File: src/rtl/mix_columns_seq.sv
// Iterative AES MixColumns over a 128-bit state, COLS_PER_CYCLE columns per clock,
// with valid/ready on both sides and a per-state bypass for the final round.
module mix_columns_seq #(
  parameter int COLS_PER_CYCLE = 1
) (
  input  logic         clk,
  input  logic         rst,
  input  logic         in_valid,
  output logic         in_ready,
  input  logic [127:0] in_data,
  input  logic         in_skip,
  output logic         out_valid,
  input  logic         out_ready,
  output logic [127:0] out_data
);

  localparam logic [1:0] IDLE = 2'd0;
  localparam logic [1:0] BUSY = 2'd1;
  localparam logic [1:0] DONE = 2'd2;
  localparam logic [1:0] STEP = 2'(COLS_PER_CYCLE % 4);
  localparam logic [1:0] LAST = 2'(4 - COLS_PER_CYCLE);

  if (COLS_PER_CYCLE != 1 && COLS_PER_CYCLE != 2 && COLS_PER_CYCLE != 4) begin : g_bad_cols
    $error("mix_columns_seq: COLS_PER_CYCLE must be 1, 2 or 4");
  end

  function automatic logic [7:0] xtime(input logic [7:0] x);
    return {x[6:0], 1'b0} ^ (x[7] ? 8'h1b : 8'h00);
  endfunction

  // Row 0 sits in the most significant byte of a column word.
  function automatic logic [31:0] mix_col(input logic [31:0] a);
    logic [7:0] a0, a1, a2, a3;
    logic [7:0] x0, x1, x2, x3;
    {a0, a1, a2, a3} = a;
    x0 = xtime(a0);
    x1 = xtime(a1);
    x2 = xtime(a2);
    x3 = xtime(a3);
    return {x0 ^ x1 ^ a1 ^ a2 ^ a3,
            a0 ^ x1 ^ x2 ^ a2 ^ a3,
            a0 ^ a1 ^ x2 ^ x3 ^ a3,
            x0 ^ a0 ^ a1 ^ a2 ^ x3};
  endfunction

  logic [1:0]   state_reg, state_next;
  logic [1:0]   cnt_reg, cnt_next;
  logic [127:0] work_reg, work_next;
  logic [127:0] out_data_reg, out_data_next;
  logic [127:0] work_upd;
  logic         load;

  logic [31:0] col     [4];
  logic [31:0] col_upd [4];
  logic [31:0] mixed   [COLS_PER_CYCLE];

  for (genvar gi = 0; gi < 4; gi++) begin : g_col
    assign col[gi] = work_reg[127-32*gi -: 32];
    assign work_upd[127-32*gi -: 32] = col_upd[gi];
  end

  // Only COLS_PER_CYCLE mixers exist; the counter steers which columns feed them.
  for (genvar gi = 0; gi < COLS_PER_CYCLE; gi++) begin : g_mix
    assign mixed[gi] = mix_col(col[cnt_reg + 2'(gi)]);
  end

  always_comb begin
    for (int c = 0; c < 4; c++) begin
      col_upd[c] = col[c];
    end
    for (int j = 0; j < COLS_PER_CYCLE; j++) begin
      col_upd[cnt_reg + 2'(j)] = mixed[j];
    end
  end

  assign in_ready  = !rst && ((state_reg == IDLE) || ((state_reg == DONE) && out_ready));
  assign out_valid = (state_reg == DONE);
  assign out_data  = out_data_reg;

  always_comb begin
    state_next    = state_reg;
    cnt_next      = cnt_reg;
    work_next     = work_reg;
    out_data_next = out_data_reg;
    load          = 1'b0;
    case (state_reg)
      IDLE: load = in_valid;
      BUSY: begin
        work_next = work_upd;
        cnt_next  = cnt_reg + STEP;
        if (cnt_reg == LAST) begin
          state_next    = DONE;
          out_data_next = work_upd;
        end
      end
      DONE: begin
        if (out_ready) begin
          if (in_valid) begin
            load = 1'b1;
          end else begin
            state_next = IDLE;
          end
        end
      end
      default: state_next = IDLE;
    endcase
    // A new state may arrive from IDLE or, back-to-back, from DONE.
    if (load) begin
      work_next = in_data;
      cnt_next  = '0;
      if (in_skip) begin
        state_next    = DONE;
        out_data_next = in_data;
      end else begin
        state_next = BUSY;
      end
    end
  end

  always_ff @(posedge clk) begin
    if (rst) begin
      state_reg    <= IDLE;
      cnt_reg      <= '0;
      work_reg     <= '0;
      out_data_reg <= '0;
    end else begin
      state_reg    <= state_next;
      cnt_reg      <= cnt_next;
      work_reg     <= work_next;
      out_data_reg <= out_data_next;
    end
  end

endmodule

File: config.mk
export PLATFORM = sky130hd
export DESIGN_NAME = mix_columns_seq
export DESIGN_NICKNAME = d
export VERILOG_FILES = /design/src/rtl/mix_columns_seq.sv
export SDC_FILE = /design/constraint.sdc
export NUM_CORES = 1
export LEC_CHECK = 0
export BUFFER_PORTS_ARGS = -buffer_cell sky130_fd_sc_hd__buf_2
export CAP_MARGIN = 10
export CORE_MARGIN = 2
export CORE_UTILIZATION = 56
export DETAILED_ROUTE_END_ITERATION = 16
export MAX_ROUTING_LAYER = met4
export PLACE_DENSITY = 0.81
export REMOVE_ABC_BUFFERS = 1
export SLEW_MARGIN = 20
export SYNTH_ARGS = -nofsm -noshare
export SYNTH_HDL_FRONTEND = slang
export SYNTH_SLANG_ARGS = --single-unit
File: constraint.sdc
create_clock -name clk -period 3 [get_ports clk]
set_clock_uncertainty 0.2 [all_clocks]
set_input_delay 0.15 -clock clk [delete_from_list [all_inputs] [get_ports clk]]
set_output_delay 0.15 -clock clk [all_outputs]
set_load 0.05 [all_outputs]
==> results_dict.tcl, run 1 <==
set metrics [dict create \
    cts.clk_slew.worst_paths_ns 0.07 \
    status "complete, no violations" \
    place_ws_ns 0.180 \
    ios 263 \
    worst-slew-pin-transition_ns 1.15 \
    hold_viol 0 \
    p_per_area_nw_per_um2 803 \
    layout_commonest_cell "buf_2" \
    drt_iter0_markers 2449 \
    clock.fmax_ghz 0.344 \
    startpoint_type "flip-flop" \
    wl_met2_mm 23.2 \
    p_leak_nw 7.17 \
    rr_worst_depth 6 \
    worst-path-stages 6 \
    cts_buffer_depth 3 \
    ys_seq_area_share_pct 37.8 \
    yosysWarnings 0 \
    nNetsFinal 1945 \
    synthDominantCellAreaShare_pct 37.8 \
    layout-drive-gt1-share_pct 25.6 \
    drc 0 \
    grt_pass1_wl_mm 81.1 \
    syn-instance-count 1486 \
    start_util_pct 56.8 \
    max_slew_margin_pct 23.3 \
    worst-path-buf-inv 1 \
    async_flop_share_pct 0 \
    setup_viol 0 \
    wl_per_cell_um 24.0 \
    route.top_layer_used "met4" \
    worst-setup-path-type "flip-flop to flip-flop" \
    cts_root_buf "clkbuf_16" \
    ys_top_cells_by_area "dfxtp_1 (38%), nor3_1 (5.6%), a21oi_1 (5.2%)" \
    fin_crit_ns 2.90 \
    port_buffers 262 \
    worstPathRequired_ns 3.27 \
    cts_tree "done" \
    synth_area_per_cell_um2 9.27 \
    met3_length_mm 6.77 \
    vias 14800 \
    min_path_type "input port to flip-flop" \
    routed_wl_mm 51.7 \
    path_max_fanout 14 \
    total_power_mw 14.3 \
    vdd_drop_max_uv 469 \
    row_count 57 \
    synth_seq_cells 260 \
    ys_types 46 \
    cts_buffers 27 \
    die_w_um 161 \
    gp_congestion 0.922 \
    maxCapViolCount 0 \
    layout.cells.most_common_list "buf_2 (261), dfxtp_1 (258), nor3_1 (152), a21oi_1 (143), dlygate4sd3_1 (131)" \
    cts_resized 0 \
    cpMaxStageDelayCell "xnor3_1" \
    post-dp-hpwl_mm 30.5 \
    rsz0062_at_grt "no" \
    worst_skew_pair.late_latency_ns 0.55 \
    met1_length_mm 18.8 \
    cp_top_family "XOR/XNOR gates" \
    synth-main-ff-cell "dfxtp_1" \
    cp_slowest_stage_delay_ns 0.64 \
    grt-ovfl-total 0 \
    synthesis.area_um2 13800 \
    grt.total_usage_pct 40.3 \
    design.core.area_um2 24200 \
    slew_violations 0 \
    postRouteAntennaNets 0 \
    hold_depth 2 \
    synth_top_cell_by_area "dfxtp_1" \
    crit_arrival_ns 3.17 \
    die-area_um2 25900 \
    fin_crit_sh_pct 96.8 \
    grt_max_degree 131 \
    clock-sinks 260 \
    cp_cell_sequence "buf_12 > mux4_2 > xor2_1 > xnor3_1 > nand2b_1 > a211oi_2" \
    antenna_found_initial 0 \
    grt_pass1_vias 14800 \
    area_delta_synth_final_pct 29.2 \
    htree_levels 1 \
    fin_ws_ns 0.0961 \
    synth_edf_count 0 \
    first_pass_iters 6 \
    end_kind "flip-flop" \
    n_antenna_cell 0 \
    die_h_um 161 \
    vias_per_cell 6.87 \
]
==> final cells by class <==
type	count	area (um2)
multi-input combinational	1066	7950
fill	1705	6460
sequential	260	5210
timing repair buffer	450	3250
clock buffer	35	756
tap	324	405
clock inverter	15	210
inverter	3	11.3
==> metrics by stage <==
stage	utilization (%)	std cells	hold slack (ns)	TNS (ns)	instance area (um2)
after floorplan	-	1329	0.0146	-934.93	13100
after global placement	63.9	1971	0.227	0	15500
after detailed placement	64.0	1972	0.234	0	15500
after CTS	73.4	2153	0.0229	0	17800
after global routing	73.4	2153	0.0618	0	17800
final	73.4	2153	0.0275	0	17800
==> worst reg2reg max path, cell delays in order, from the launching register on <==
cell	delay, ns
dfxtp_2	0.38
buf_12	0.19
mux4_2	0.61
xor2_1	0.37
xnor3_1	0.65
nand2b_1	0.26
a211oi_2	0.18
==> synthesized netlist by cell type (3+ instances only) <==
master	count
xnor2_1	24
a211oi_1	13
nor3_1	153
xor3_1	4
a22oi_1	92
clkbuf_1	141
nand2_1	66
mux4_1	5
o21ai_0	13
o211ai_1	19
o22ai_1	72
xnor2_2	27
and3_1	3
or3_1	33
nand2b_1	20
xnor3_1	13
o21bai_1	4
and2_1	4
a2111oi_2	21
dfxtp_1	260
xor2_1	16
a221oi_1	55
a211oi_2	7
mux4_2	27
a21oi_1	144
inv_1	3
nor2b_1	6
nand2b_4	4
nor2_1	103
ha_1	4
a2111oi_1	6
or4_1	60
buf_1	4
buf_2	6
a21boi_0	36
==> path summary, 6_finish.rpt <==
check	start	endpoint	slack (ns)
setup / recovery	cnt_reg[1]	out_data[14]	0.1
hold / removal	rst	col[21]	0.03
setup reg to reg	cnt_reg[1]	out_data[14]	0.1
hold reg to reg	out_data[21]	out_data[21]	0.34
==> report_power, final <==
group          total [mW]  switching [mW]  internal, mW
combinational        6.41            3.90          2.51
sequential           4.19           0.331          3.85
clock                3.68            1.47          2.21
total                14.3            5.70          8.58
==> layer usage <==
metal | vias up | GRT usage, %
li1 | 6325 | -
met5 | - | -
met2 | 1308 | 61.1
met4 | 0 | 20.3
met1 | 6863 | 51.6
met3 | 295 | 8.14
==> cell families after synthesis <==
group / count (synthesis) / synth area share (%)
fa+ha+maj: 4 / 0.364
xor+xnor: 90 / 9.60
buf+inv: 160 / 4.91
mux: 32 / 5.37
simple gates: 453 / 16.9
flops: 260 / 37.8
compound gates: 487 / 25.1
==> repair_timing <==
item	4_1_cts	5_1_grt
setup buffers	0	0
hold buffers	131	0
hold endpoints to repair	258	0
Note: power is estimated with default switching activity, not from simulation.
==> run 2: changes to the inputs <==
Settings changed: ABC_AREA set to 1, CORE_UTILIZATION 56 to 58, PLACE_DENSITY 0.81 to 0.82.
==> results_dict.tcl, run 2 <==
set metrics [dict create \
    status "complete, no violations" \
    cp_slowest_stage_delay_ns 0.58 \
    stdcell_area_um2 20100 \
    end_kind "flip-flop" \
    row_count 61 \
    grt-ovfl-total 0 \
    die_h_um 171 \
    vdd_drop_max_uv 557 \
    synth_top_cell_by_area "dfxtp_1" \
    max_slew_margin_pct 18.2 \
    synth_top_family_by_area "simple AND/OR/NAND/NOR gates" \
    vias_per_cell 5.90 \
    p_leak_nw 9.91 \
    fin_crit_sh_pct 95.2 \
    yosysWarnings 0 \
    drt_iter0_markers 2599 \
    grt.total_usage_pct 41.7 \
    worst_skew_pair.late_latency_ns 0.56 \
    die-area_um2 29300 \
    grt_pass1_vias 19100 \
    synthDominantCellAreaShare_pct 32.1 \
    port_buffers 262 \
    antenna_found_initial 0 \
    synthesis.area_um2 16200 \
    start_util_pct 58.7 \
    yosys.area_share.adder_pct 0.309 \
    worst-slew-pin-transition_ns 1.23 \
    gp_congestion 0.991 \
    synth_compound_area_share_pct 16.1 \
    vias 20300 \
    n_antenna_cell 0 \
    cts_root_buf "clkbuf_16" \
    worst-setup-path-type "flip-flop to flip-flop" \
    area_delta_synth_final_pct 23.9 \
    layout_commonest_cell "nand2_1" \
    fill_cells 2280 \
    cp_common_cell "nand2_1" \
    ys_seq_area_share_pct 32.1 \
    post-synth-top-count-cell "nand2_1" \
    cts_buffers 28 \
    cts_tree "done" \
    die_w_um 171 \
    ys_top_cells_by_area "dfxtp_1 (32%), nand2_1 (28%), nand3_1 (10%)" \
    synth_area_per_cell_um2 5.89 \
    synth_edf_count 0 \
    grt_max_degree 125 \
    layout-drive-gt1-share_pct 13.6 \
    synth_seq_cells 260 \
    path_max_fanout 85 \
    ios 263 \
    clock-sinks 260 \
    post-dp-hpwl_mm 37.5 \
    rsz0062_at_grt "no" \
    htree_levels 1 \
    cp_cell_sequence "buf_6 > ha_1 > inv_1 > nor2_4 > buf_12 > nand2_1 > nand2_1 > nand2_1 > a21oi_1 > dlygate4sd3_1" \
    synth_common_cells "nand2_1 (1206), nand3_1 (340), dfxtp_1 (260)" \
    crit_arrival_ns 3.15 \
    p_per_area_nw_per_um2 562 \
    layout.cells.most_common_list "nand2_1 (1201), nand3_1 (340), buf_2 (261), dfxtp_1 (258), inv_1 (193)" \
    cts.clk_slew.worst_paths_ns 0.07 \
    postRouteAntennaNets 0 \
    min_path_type "input port to flip-flop" \
    clock.fmax_ghz 0.350 \
    design.core.area_um2 27600 \
    fin_crit_ns 2.86 \
    maxCapViolCount 0 \
    wl_per_cell_um 17.8 \
    finish.utilization_pct 72.8 \
    yosys.area_share.simple_pct 41.0 \
    drc 0 \
    slew_violations 0 \
    startpoint_type "flip-flop" \
    syn-instance-count 2753 \
    grt_pass1_wl_mm 96.2 \
    cts_buffer_depth 3 \
    place_area_um2 17700 \
    synthMuxAreaShare_pct 0 \
    async_flop_share_pct 0 \
    hold_viol 0 \
    first_pass_iters 6 \
    nNetsFinal 3189 \
    worstPathRequired_ns 3.30 \
    synth_xor_area_share_pct 0.795 \
    setup_viol 0 \
    ys_types 38 \
    cpMaxStageDelayCell "dlygate4sd3_1" \
    routed_wl_mm 61.3 \
    synth-main-ff-cell "dfxtp_1" \
]
run 2: path summary, 6_finish.rpt:
| path | startpoint | endpoint | slack [ns] | cells past startpoint |
|---|---|---|---|---|
| setup / recovery | cnt_reg[1] | out_data[27] | 0.14 | 10 |
| hold reg to reg | out_data[39] | out_data[39] | 0.28 | 2 |
| setup reg to reg | cnt_reg[1] | out_data[27] | 0.14 | 10 |
| hold / removal | in_data[65] | out_data[65] | 0.21 | 4 |
run 2: layout make-up:
type | count | area, um2 | area share [%]
Timing Repair inverter | 2 | 17.5 | 0.0871
Multi-Input combinational cell | 2113 | 9500 | 47.3
Inverter | 206 | 798 | 3.97
Clock buffer | 42 | 865 | 4.30
Timing Repair Buffer | 441 | 3140 | 15.6
Sequential cell | 260 | 5210 | 25.9
Tap cell | 378 | 473 | 2.35
Clock inverter | 7 | 95.1 | 0.473
run 2: worst max-delay path, delay by kind of cell, from the launching register on:
kind	cells	cell delay, ns
DFF	1	0.40
adders and majority gates	1	0.21
buffers and inverters	4	1.31
and+or+nand+nor	4	0.45
AOI/OAI and AO/OA	1	0.13
run 2: logic make-up after synthesis:
| logic type | count (synthesis) |
|---|---|
| DFF | 260 |
| xor gates and xnor gates | 13 |
| and+or+nand+nor | 1622 |
| adders and majority gates | 4 |
| buffers and inverters | 380 |
| AOI/OAI and AO/OA | 474 |
run 2: metrics by stage:
step           hold slack (ns)  setup TNS (ns)  cells  setup WS [ns]  power (mW)
6_report                 0.206               0   3449          0.145        11.3
5_1_grt                  0.217               0   3449         0.0155        11.8
4_1_cts                  0.196               0   3445         0.0220        11.1
3_5_place_dp             0.221               0   3263          0.413        7.40
3_3_place_gp             0.218               0   3263          0.447        7.33
2_1_floorplan           0.0191         -983.02   2579          -5.94        6.36
run 2: metal layers:
layer | vias up | wire, um | global-route usage (%) | share of wire [%]
li1 | 9516 | - | - | -
met3 | 286 | 7090 | 6.44 | 12
met5 | - | 0 | - | 0
met1 | 9132 | 23900 | 52.3 | 39
met2 | 1400 | 27500 | 66.5 | 45
met4 | 0 | 2800 | 18.8 | 4.6
run 2: repair_timing:
action	in CTS	in global routing
gates resized for setup	0	19
setup endpoints to repair	0	1
setup buffers	0	1
endpoints found under the hold margin	258	0
hold buffers	133	0
run 2: power by group:
part,internal [mW],switching (mW)
Sequential,3.72,0.192
Combinational,1.11,2.61
Clock,2.15,1.52
Total,6.98,4.33
